### src/rtl/cpu_types_pkg.sv
// Shared CPU-side types: the RAM status encoding and the machine word.
package cpu_types_pkg;

  typedef logic [31:0] word_t;

  typedef enum logic [1:0] {
    FREE   = 2'd0,
    BUSY   = 2'd1,
    ACCESS = 2'd2,
    ERROR  = 2'd3
  } ramstate_t;

endpackage

### src/rtl/mem_arbiter_if.sv
// Bundle of the icache, dcache and RAM signals around mem_arbiter.
// master: the arbiter's view (drives waits, loads and the RAM request). slave: the caches/RAM side.
interface mem_arbiter_if;
  import cpu_types_pkg::*;

  logic      iREN;
  word_t     iaddr;
  logic      iwait;
  word_t     iload;

  logic      dREN;
  logic      dWEN;
  word_t     daddr;
  word_t     dstore;
  logic      dwait;
  word_t     dload;

  logic      ramREN;
  logic      ramWEN;
  word_t     ramaddr;
  word_t     ramstore;
  word_t     ramload;
  ramstate_t ramstate;

  modport master (
    input  iREN, iaddr, dREN, dWEN, daddr, dstore, ramload, ramstate,
    output iwait, iload, dwait, dload, ramREN, ramWEN, ramaddr, ramstore
  );

  modport slave (
    output iREN, iaddr, dREN, dWEN, daddr, dstore, ramload, ramstate,
    input  iwait, iload, dwait, dload, ramREN, ramWEN, ramaddr, ramstore
  );

endinterface

### src/rtl/mem_arbiter.sv
// Single-port RAM arbiter between icache fills and dcache accesses; data has priority.
// Define ARB_STARVE_GUARD_EN to let an instruction in after STARVE_LIMIT data grants.
module mem_arbiter
  import cpu_types_pkg::*;
#(
  parameter int unsigned STARVE_LIMIT = 4
) (
  input  logic          CLK,
  input  logic          nRST,
  mem_arbiter_if.master bus,
  output logic [1:0]    state_o
);

  typedef enum logic [1:0] {
    IDLE   = 2'd0,
    IGRANT = 2'd1,
    DGRANT = 2'd2
  } arb_state_e;

  arb_state_e state_q, state_d;

  // Handshake: a port requests by holding its enable; it is done in the one
  // cycle its wait is 0 (ramstate==ACCESS while granted). ERROR ends the grant
  // with wait still high, so the held request is simply arbitrated again.
  logic d_req;
  logic ram_done;
  logic ram_end;
  logic i_done;
  logic d_done;
  logic starve_hit;

  assign d_req    = bus.dREN | bus.dWEN;
  assign ram_done = (bus.ramstate == ACCESS);
  assign ram_end  = (bus.ramstate == ACCESS) || (bus.ramstate == ERROR);
  assign i_done   = (state_q == IGRANT) && ram_done;
  assign d_done   = (state_q == DGRANT) && ram_done;

`ifdef ARB_STARVE_GUARD_EN
  localparam int unsigned CNT_W = (STARVE_LIMIT < 1) ? 1 : $clog2(STARVE_LIMIT + 1);
  localparam logic [CNT_W-1:0] CNT_MAX = CNT_W'(STARVE_LIMIT);

  logic [CNT_W-1:0] starve_q, starve_d;

  assign starve_hit = bus.iREN && (starve_q == CNT_MAX);

  always_comb begin
    starve_d = starve_q;
    if (i_done || ((state_q == IDLE) && !bus.iREN)) begin
      starve_d = '0;
    end else if (d_done && bus.iREN && (starve_q != CNT_MAX)) begin
      starve_d = starve_q + 1'b1;
    end
  end

  always_ff @(posedge CLK or negedge nRST) begin
    if (!nRST) begin
      starve_q <= '0;
    end else begin
      starve_q <= starve_d;
    end
  end
`else
  localparam int unsigned unused_starve_limit = STARVE_LIMIT;
  assign starve_hit = 1'b0;
`endif

  always_comb begin
    state_d = state_q;
    case (state_q)
      IDLE: begin
        if (d_req && !starve_hit) begin
          state_d = DGRANT;
        end else if (bus.iREN) begin
          state_d = IGRANT;
        end
      end
      IGRANT: begin
        if (!bus.iREN || ram_end) begin
          state_d = IDLE;
        end
      end
      DGRANT: begin
        if (!d_req || ram_end) begin
          state_d = IDLE;
        end
      end
      default: state_d = IDLE;
    endcase
  end

  always_ff @(posedge CLK or negedge nRST) begin
    if (!nRST) begin
      state_q <= IDLE;
    end else begin
      state_q <= state_d;
    end
  end

  // RAM request follows the live enables so a withdrawn request drops at once.
  always_comb begin
    bus.ramREN   = 1'b0;
    bus.ramWEN   = 1'b0;
    bus.ramaddr  = '0;
    bus.ramstore = '0;
    bus.iwait    = 1'b1;
    bus.dwait    = 1'b1;
    case (state_q)
      IGRANT: begin
        bus.ramREN  = bus.iREN;
        bus.ramaddr = bus.iaddr;
        bus.iwait   = !i_done;
      end
      DGRANT: begin
        bus.ramWEN   = bus.dWEN;
        bus.ramREN   = bus.dREN & ~bus.dWEN;
        bus.ramaddr  = bus.daddr;
        bus.ramstore = bus.dstore;
        bus.dwait    = !d_done;
      end
      default: ;
    endcase
  end

  assign bus.iload = bus.ramload;
  assign bus.dload = bus.ramload;
  assign state_o   = state_q;

endmodule

### src/flat_wrapper.sv
// flat-port wrapper written by rule: the top's interface ports become plain ports
module mem_arbiter_flat import cpu_types_pkg::*;
#(
  parameter int unsigned STARVE_LIMIT = 4
)
  (CLK, nRST, state_o, bus_iREN, bus_iaddr, bus_dREN, bus_dWEN, bus_daddr, bus_dstore, bus_ramload, bus_ramstate, bus_iwait, bus_iload, bus_dwait, bus_dload, bus_ramREN, bus_ramWEN, bus_ramaddr, bus_ramstore);
  mem_arbiter_if bus_i ();
  input  logic CLK;
  input  logic nRST;
  output logic [1:0] state_o;
  input wire logic [$bits(bus_i.iREN)-1:0] bus_iREN;
  input wire logic [$bits(bus_i.iaddr)-1:0] bus_iaddr;
  input wire logic [$bits(bus_i.dREN)-1:0] bus_dREN;
  input wire logic [$bits(bus_i.dWEN)-1:0] bus_dWEN;
  input wire logic [$bits(bus_i.daddr)-1:0] bus_daddr;
  input wire logic [$bits(bus_i.dstore)-1:0] bus_dstore;
  input wire logic [$bits(bus_i.ramload)-1:0] bus_ramload;
  input wire logic [$bits(bus_i.ramstate)-1:0] bus_ramstate;
  output wire logic [$bits(bus_i.iwait)-1:0] bus_iwait;
  output wire logic [$bits(bus_i.iload)-1:0] bus_iload;
  output wire logic [$bits(bus_i.dwait)-1:0] bus_dwait;
  output wire logic [$bits(bus_i.dload)-1:0] bus_dload;
  output wire logic [$bits(bus_i.ramREN)-1:0] bus_ramREN;
  output wire logic [$bits(bus_i.ramWEN)-1:0] bus_ramWEN;
  output wire logic [$bits(bus_i.ramaddr)-1:0] bus_ramaddr;
  output wire logic [$bits(bus_i.ramstore)-1:0] bus_ramstore;
  assign bus_i.iREN = bus_iREN;
  assign bus_i.iaddr = bus_iaddr;
  assign bus_i.dREN = bus_dREN;
  assign bus_i.dWEN = bus_dWEN;
  assign bus_i.daddr = bus_daddr;
  assign bus_i.dstore = bus_dstore;
  assign bus_i.ramload = bus_ramload;
  assign bus_i.ramstate = bus_ramstate;
  assign bus_iwait = bus_i.iwait;
  assign bus_iload = bus_i.iload;
  assign bus_dwait = bus_i.dwait;
  assign bus_dload = bus_i.dload;
  assign bus_ramREN = bus_i.ramREN;
  assign bus_ramWEN = bus_i.ramWEN;
  assign bus_ramaddr = bus_i.ramaddr;
  assign bus_ramstore = bus_i.ramstore;
  mem_arbiter #(.STARVE_LIMIT(STARVE_LIMIT)) u_core (.CLK(CLK), .nRST(nRST), .bus(bus_i), .state_o(state_o));
endmodule
### config.mk
export PLATFORM = sky130hd
export DESIGN_NAME = mem_arbiter_flat
export DESIGN_NICKNAME = d
export VERILOG_FILES = /design/src/rtl/cpu_types_pkg.sv /design/src/rtl/mem_arbiter_if.sv /design/src/rtl/mem_arbiter.sv /design/src/flat_wrapper.sv
export SDC_FILE = /design/constraint.sdc
export NUM_CORES = 1
export LEC_CHECK = 0
export CAP_MARGIN = 20
export CELL_PAD_IN_SITES_DETAIL_PLACEMENT = 1
export CELL_PAD_IN_SITES_GLOBAL_PLACEMENT = 1
export CORE_AREA = 4 4 158 84
export DETAILED_ROUTE_END_ITERATION = 7
export DIE_AREA = 0 0 162 88
export PLACE_DENSITY = 0.86
export SETUP_SLACK_MARGIN = 0.5
export SYNTH_ARGS = -nofsm -noshare
export SYNTH_HDL_FRONTEND = slang
export SYNTH_SLANG_ARGS = --single-unit
export TNS_END_PERCENT = 30
### constraint.sdc
create_clock -name CLK -period 3.1 [get_ports CLK]
set_input_delay 0.465 -clock CLK [delete_from_list [all_inputs] [get_ports CLK]]
set_output_delay 0.465 -clock CLK [all_outputs]
set_load 0.01 [all_outputs]
==> flow_summary.json <==
{
  "cp-start-kind": "register",
  "outcome": "completed",
  "synth_cells": 200,
  "drt_iter0_drc": 38,
  "cts_num_sinks": 2,
  "netlist_area_um2": 1400,
  "drive_gt1_share_pct": 4.64,
  "largest_reg_flops": 2,
  "yosys.area.top_type": "buf_4",
  "rows": 28,
  "seqPwrFrac_pct": 2.6,
  "dp_slack_ns": 0.615,
  "fin_skew_ns": 0.000561,
  "crit_path_max_fanout": 27,
  "overflow": 0,
  "syn_nets": 338,
  "p_leak_nw": 1.01,
  "ctsHtreeMaxLevel": 1,
  "cts_root_buffer": "clkbuf_16",
  "io_pins": 269,
  "port_buffers": 172,
  "arrival_ns": 2.05,
  "cts_tree": "yes",
  "fmax_ghz": 0.397,
  "slew_viol_final": 0,
  "antenna_found_initial": 0,
  "synth.avg_cell_area_um2": 6.99,
  "firstDrtPassIters": 4,
  "synthDistinctLibCells": 19,
  "combPwrFrac_pct": 86.8,
  "period_needed_ns": 2.52,
  "area_delta_synth_final_pct": 114,
  "initial_utilization_pct": 11.9,
  "fp.dieW_um": 162,
  "ff2ff_path_depth": 6,
  "p_switching_mw": 0.684,
  "crit_type": "register to primary output",
  "numCtsBuffers": 3,
  "worstPathRequired_ns": 2.63,
  "core_um2": 11700,
  "cts_buffer_depth": 2,
  "endpoint_kind": "primary output",
  "vias_per_cell": 3.52,
  "gp_congestion": 0.734,
  "synth_common_cells": "buf_4, and2_1, nor2b_1, a22oi_1, buf_2",
  "grt_max_degree": 45,
  "finalSetupViolCount": 0,
  "powerDensity_nw_per_um2": 600,
  "p_clk_share_pct": 10.6,
  "setup-tns-final_ns": 0,
  "cts_hold_buf": 0,
  "fill_cells": 1392,
  "post_dp_cell_area_um2": 2820,
  "synth_top_area_share_pct": 34.9,
  "die_h_um": 88,
  "synth_area_leaders": "buf_4, a22oi_1, and2_1",
  "min_period_over_period_pct": 81.3,
  "route.final.wire_length_um": 7520,
  "fin_ws_ns": 0.580,
  "dp_hpwl_um": 6260,
  "grt_pass1_vias": 1794,
  "grt_pass1_wl_um": 10300,
  "hold_class": "input port to asynchronous set/reset pin",
  "fin_area_um2": 2990,
  "synth_edf_count": 0,
  "slew_headroom_pct": 80.8,
  "rsz0062_at_grt": "no",
  "irDropWorstVdd_uv": 189,
  "clock_latency_ns": 0.22,
  "ys.warnings.count": 0,
  "synthArstFlopShare_pct": 100,
  "synth_most_common_cell": "buf_4",
  "die_area_um2": 14300,
  "finalHoldViolations": 0,
  "wl_per_cell_um": 16.1,
  "nets": 442,
  "synth.ff_latch_count": 2,
  "track_usage_pct": 9.19,
  "yosysSeqAreaShare_pct": 3.58,
  "synth_ff_type": "dfrtp_1",
  "drtAntennaViolNets": 0,
  "path_clk_slew_ns": 0.03,
  "drcViolationCount": 0,
  "n_antenna_cell": 0,
  "tightest_slew_ns": 0.288,
  "drv_cap": 0,
  "netSwitchingFraction_pct": 38.1,
  "intPower_mw": 1.11,
  "vias": 1646
}
[cell usage in the layout (no fill, tap or decap)]
master and instances:
a2bb2oi_1 1, ha_4 3, and2_1 35, nor2_1 1
o21ai_1 2, clkdlybuf4s50_1 172, inv_2 2, a21oi_1 1
o2111ai_1 1, buf_12 3, nor2b_1 33, a221o_1 1
dfrtp_1 2, a22oi_1 32, nand2_1 3, buf_8 1
clkbuf_16 4, inv_1 1, nand2_2 1, o21ai_0 2
nor4bb_1 1
[power groups by stage]
stage / sequential (mW) / combinational [mW] / clock (mW)
after floorplan: 0.0449 / 0.737 / 0
after global placement: 0.0415 / 1.41 / 0
after detailed placement: 0.0430 / 1.43 / 0
after CTS: 0.0428 / 1.45 / 0.193
after global routing: 0.0483 / 1.67 / 0.200
final: 0.0471 / 1.56 / 0.191
[cell families (layout without fill, tap and decap cells)]
kind of cell               after synthesis  after routing  synth area share [%]
buffers and inverters                   81            183                  40.1
and+or+nand+nor                         74             74                  32.7
AOI/OAI and AO/OA                       40             40                  20.9
adders and majority gates                3              3                  2.69
DFF                                      2              2                  3.58
[routing by layer]
layer | track usage, % | share of wire [%] | up-vias
li1 | - | - | 807
met1 | 9.74 | 37 | 779
met2 | 18.8 | 58 | 50
met3 | 2.16 | 4.4 | 10
met4 | 1.92 | 0.88 | 0
met5 | 0 | 0 | -
[cell type report]
| cell class | count | area, um2 | share of cell area, % |
|---|---|---|---|
| Clock buffer | 3 | 75.1 | 2.51 |
| Inverter | 3 | 11.3 | 0.377 |
| Multi-Input combinational cell | 117 | 825 | 27.6 |
| Sequential cell | 2 | 50.0 | 1.67 |
| Tap cell | 165 | 206 | 6.91 |
| Timing Repair Buffer | 177 | 1820 | 60.9 |
[worst paths after layout]
check / from / to / slack, ns
worst max-delay path: u_core.state_o[1] / bus_ramREN / 0.58
worst max register to register: u_core.state_o[1] / u_core.state_o[1] / 1.47
worst min-delay path: nRST / u_core.state_o[0] / 0.42
worst min register to register: u_core.state_o[1] / u_core.state_o[1] / 0.67
min in group CLK: u_core.state_o[1] / u_core.state_o[1] / 0.67
max in group asynchronous: nRST / u_core.state_o[1] / 2.56
[through the flow]
step | utilization [%] | power [mW] | hold slack (ns) | instances
floorplan | - | 0.782 | 0.169 | 200
global placement | 24.1 | 1.45 | 0.565 | 463
detailed placement | 24.1 | 1.47 | 0.596 | 463
CTS | 24.8 | 1.69 | 0.416 | 466
global route | 25.5 | 1.92 | 0.421 | 467
finish | 25.5 | 1.79 | 0.417 | 467
[worst max-delay path, stage by stage, from the launching register on]
cell,delay [ns]
dfrtp_1,0.43
inv_2,0.13
ha_4,0.22
buf_12,0.20
nand2_2,0.09
o21ai_1,0.08
and2_1,0.13
clkdlybuf4s50_1,0.53
[timing repair]
item,4_1_cts,5_1_grt
cloned,0,1
buffers inserted,0,0
endpoints found under the setup margin,32,32
gates resized for setup,3,12
endpoints found under the hold margin,0,0
(Power assumes the default switching activity.)
==> RTL change: new RTL, config.mk and constraints unchanged <==
Build with the macro `ARB_STARVE_GUARD_EN` defined.
--- a/src/rtl/mem_arbiter.sv
+++ b/src/rtl/mem_arbiter.sv
@@ -2,2 +2,4 @@
 // Define ARB_STARVE_GUARD_EN to let an instruction in after STARVE_LIMIT data grants.
+`define ARB_STARVE_GUARD_EN
+
 module mem_arbiter
Behaviour: not the same (a bounded check fails within 10 cycles, from zero or initial values and one cycle with nRST low).
==> RTL change against the unedited design <==
Sequential cell count increased by 3. Critical endpoint unchanged. Sequential share of layout area is 2.3 points higher. Area after synthesis increased by 14%. Worst hold slack gained 0.071 ns. Critical path depth did not move. Setup slack better by 0.018 ns. Via count up 10%. Wire length is 3.3% higher. Power rose by 14%. Design area increased by 7.5%.
==> RTL change: results (changes against the unedited design) <==
----------------------------------------------------
[Global route]
  Met3 Use GR ... 0.0343 (+0.0127)
  Wire length of the first global-routing pass ... 11100 um (+7.7%)
  Met2 global-route usage ... 0.188 (+0.000758)
  GRT Util Overall ... 0.0981 (+0.00625)

[Detailed routing]
  Detailed-route wire length on metal 1 ... 2790 um (+1.5%)
  Drt wl/cell ... 15.8 um (-1.5%)
  Detailed route wirelength on metal2 ... 4340 um (-0.71%)
  Drt initial violations ... 40 (+5.3%)
  Total number of vias ... 1813 (+10%)

[STA]
  Worst-case clock skew ... 0.000534 ns (-0.0000269 ns)
  Post-Route Hold Slack ... 0.488 ns (+0.0714 ns)
  Min Clock Period, post-route ... 2.50 ns (-0.0177 ns)

[Place]
  Post-Place Cells ... 481 (+3.9%)
  Cell area after placement ... 3030 um^2 (+7.4%)
  Weighted congestion reported at the end of routability-driven placement ... 0.685 (-6.7%)
  Detail Placement HPWL ... 6290 um (+0.47%)

[Clocking]
  # clock sinks ... 5 (+3)

[Finish]
  NumNets Final ... 466 (+5.4%)
  Share of cells above drive strength 1 ... 0.0646 (+0.0183)
  Max reg flops ... 3 (+1)
  Filler cell count in the final layout ... 1400 (+0.57%)

[Power]
  Gate power share ... 0.847 (-0.021)
  Clk power ... 209 uW (+9%)

[Critical path]
  Highest fanout seen on the critical path ... 29 (+7.4%)
  Worst reg-to-reg setup slack ... 1.15 ns (-0.32 ns)

[Yosys]
  Adder and majority gate portion of the synthesized area ... 0.0392 (+0.0124)
  Area fraction in compound gates after synthesis ... 0.197 (-0.0125)
  Synthesized netlist net count ... 359 (+6.2%)
  Top cells by area in the synthesized netlist ... buf_4 (30%), a22oi_1 (15%), and2_1 (13%)

[Outcome]
  Result of the run ... complete, no violations

----------------------------------------------------
## RTL change: cell types whose count changed after synthesis, sizes merged, moves of 2 or more
cell    change
a21oi       +2
buf         -9
clkbuf      +9
dfrtp       +3
ha          +2
inv         +5
nand2       -2
nand3b      +3
or3         +2
## RTL change: worst register-to-register path: stages (launching register included)
cell       delay (ns)
dfrtp_1          0.42
inv_2            0.13
ha_4             0.19
bufbuf_16        0.31
inv_1            0.06
o311ai_2         0.38
mux2_4           0.33
## RTL change: repair_timing
item                                    in CTS  in global routing
gates cloned                                 1                  0
hold endpoints to repair                     0                  0
endpoints found under the setup margin      26                 32
pin swaps                                    1                  1
setup buffers                                1                  3
gates resized for setup                      7                  1
## RTL change: final cells by class
type | instances | area (um^2) | share of cell area
timing repair buffer | 180 | 1840 | 0.571
multi-input combinational | 128 | 935 | 0.291
tap | 165 | 206 | 0.0643
sequential | 5 | 126 | 0.0393
clock buffer | 4 | 78.8 | 0.0245
inverter | 8 | 30.0 | 0.00935
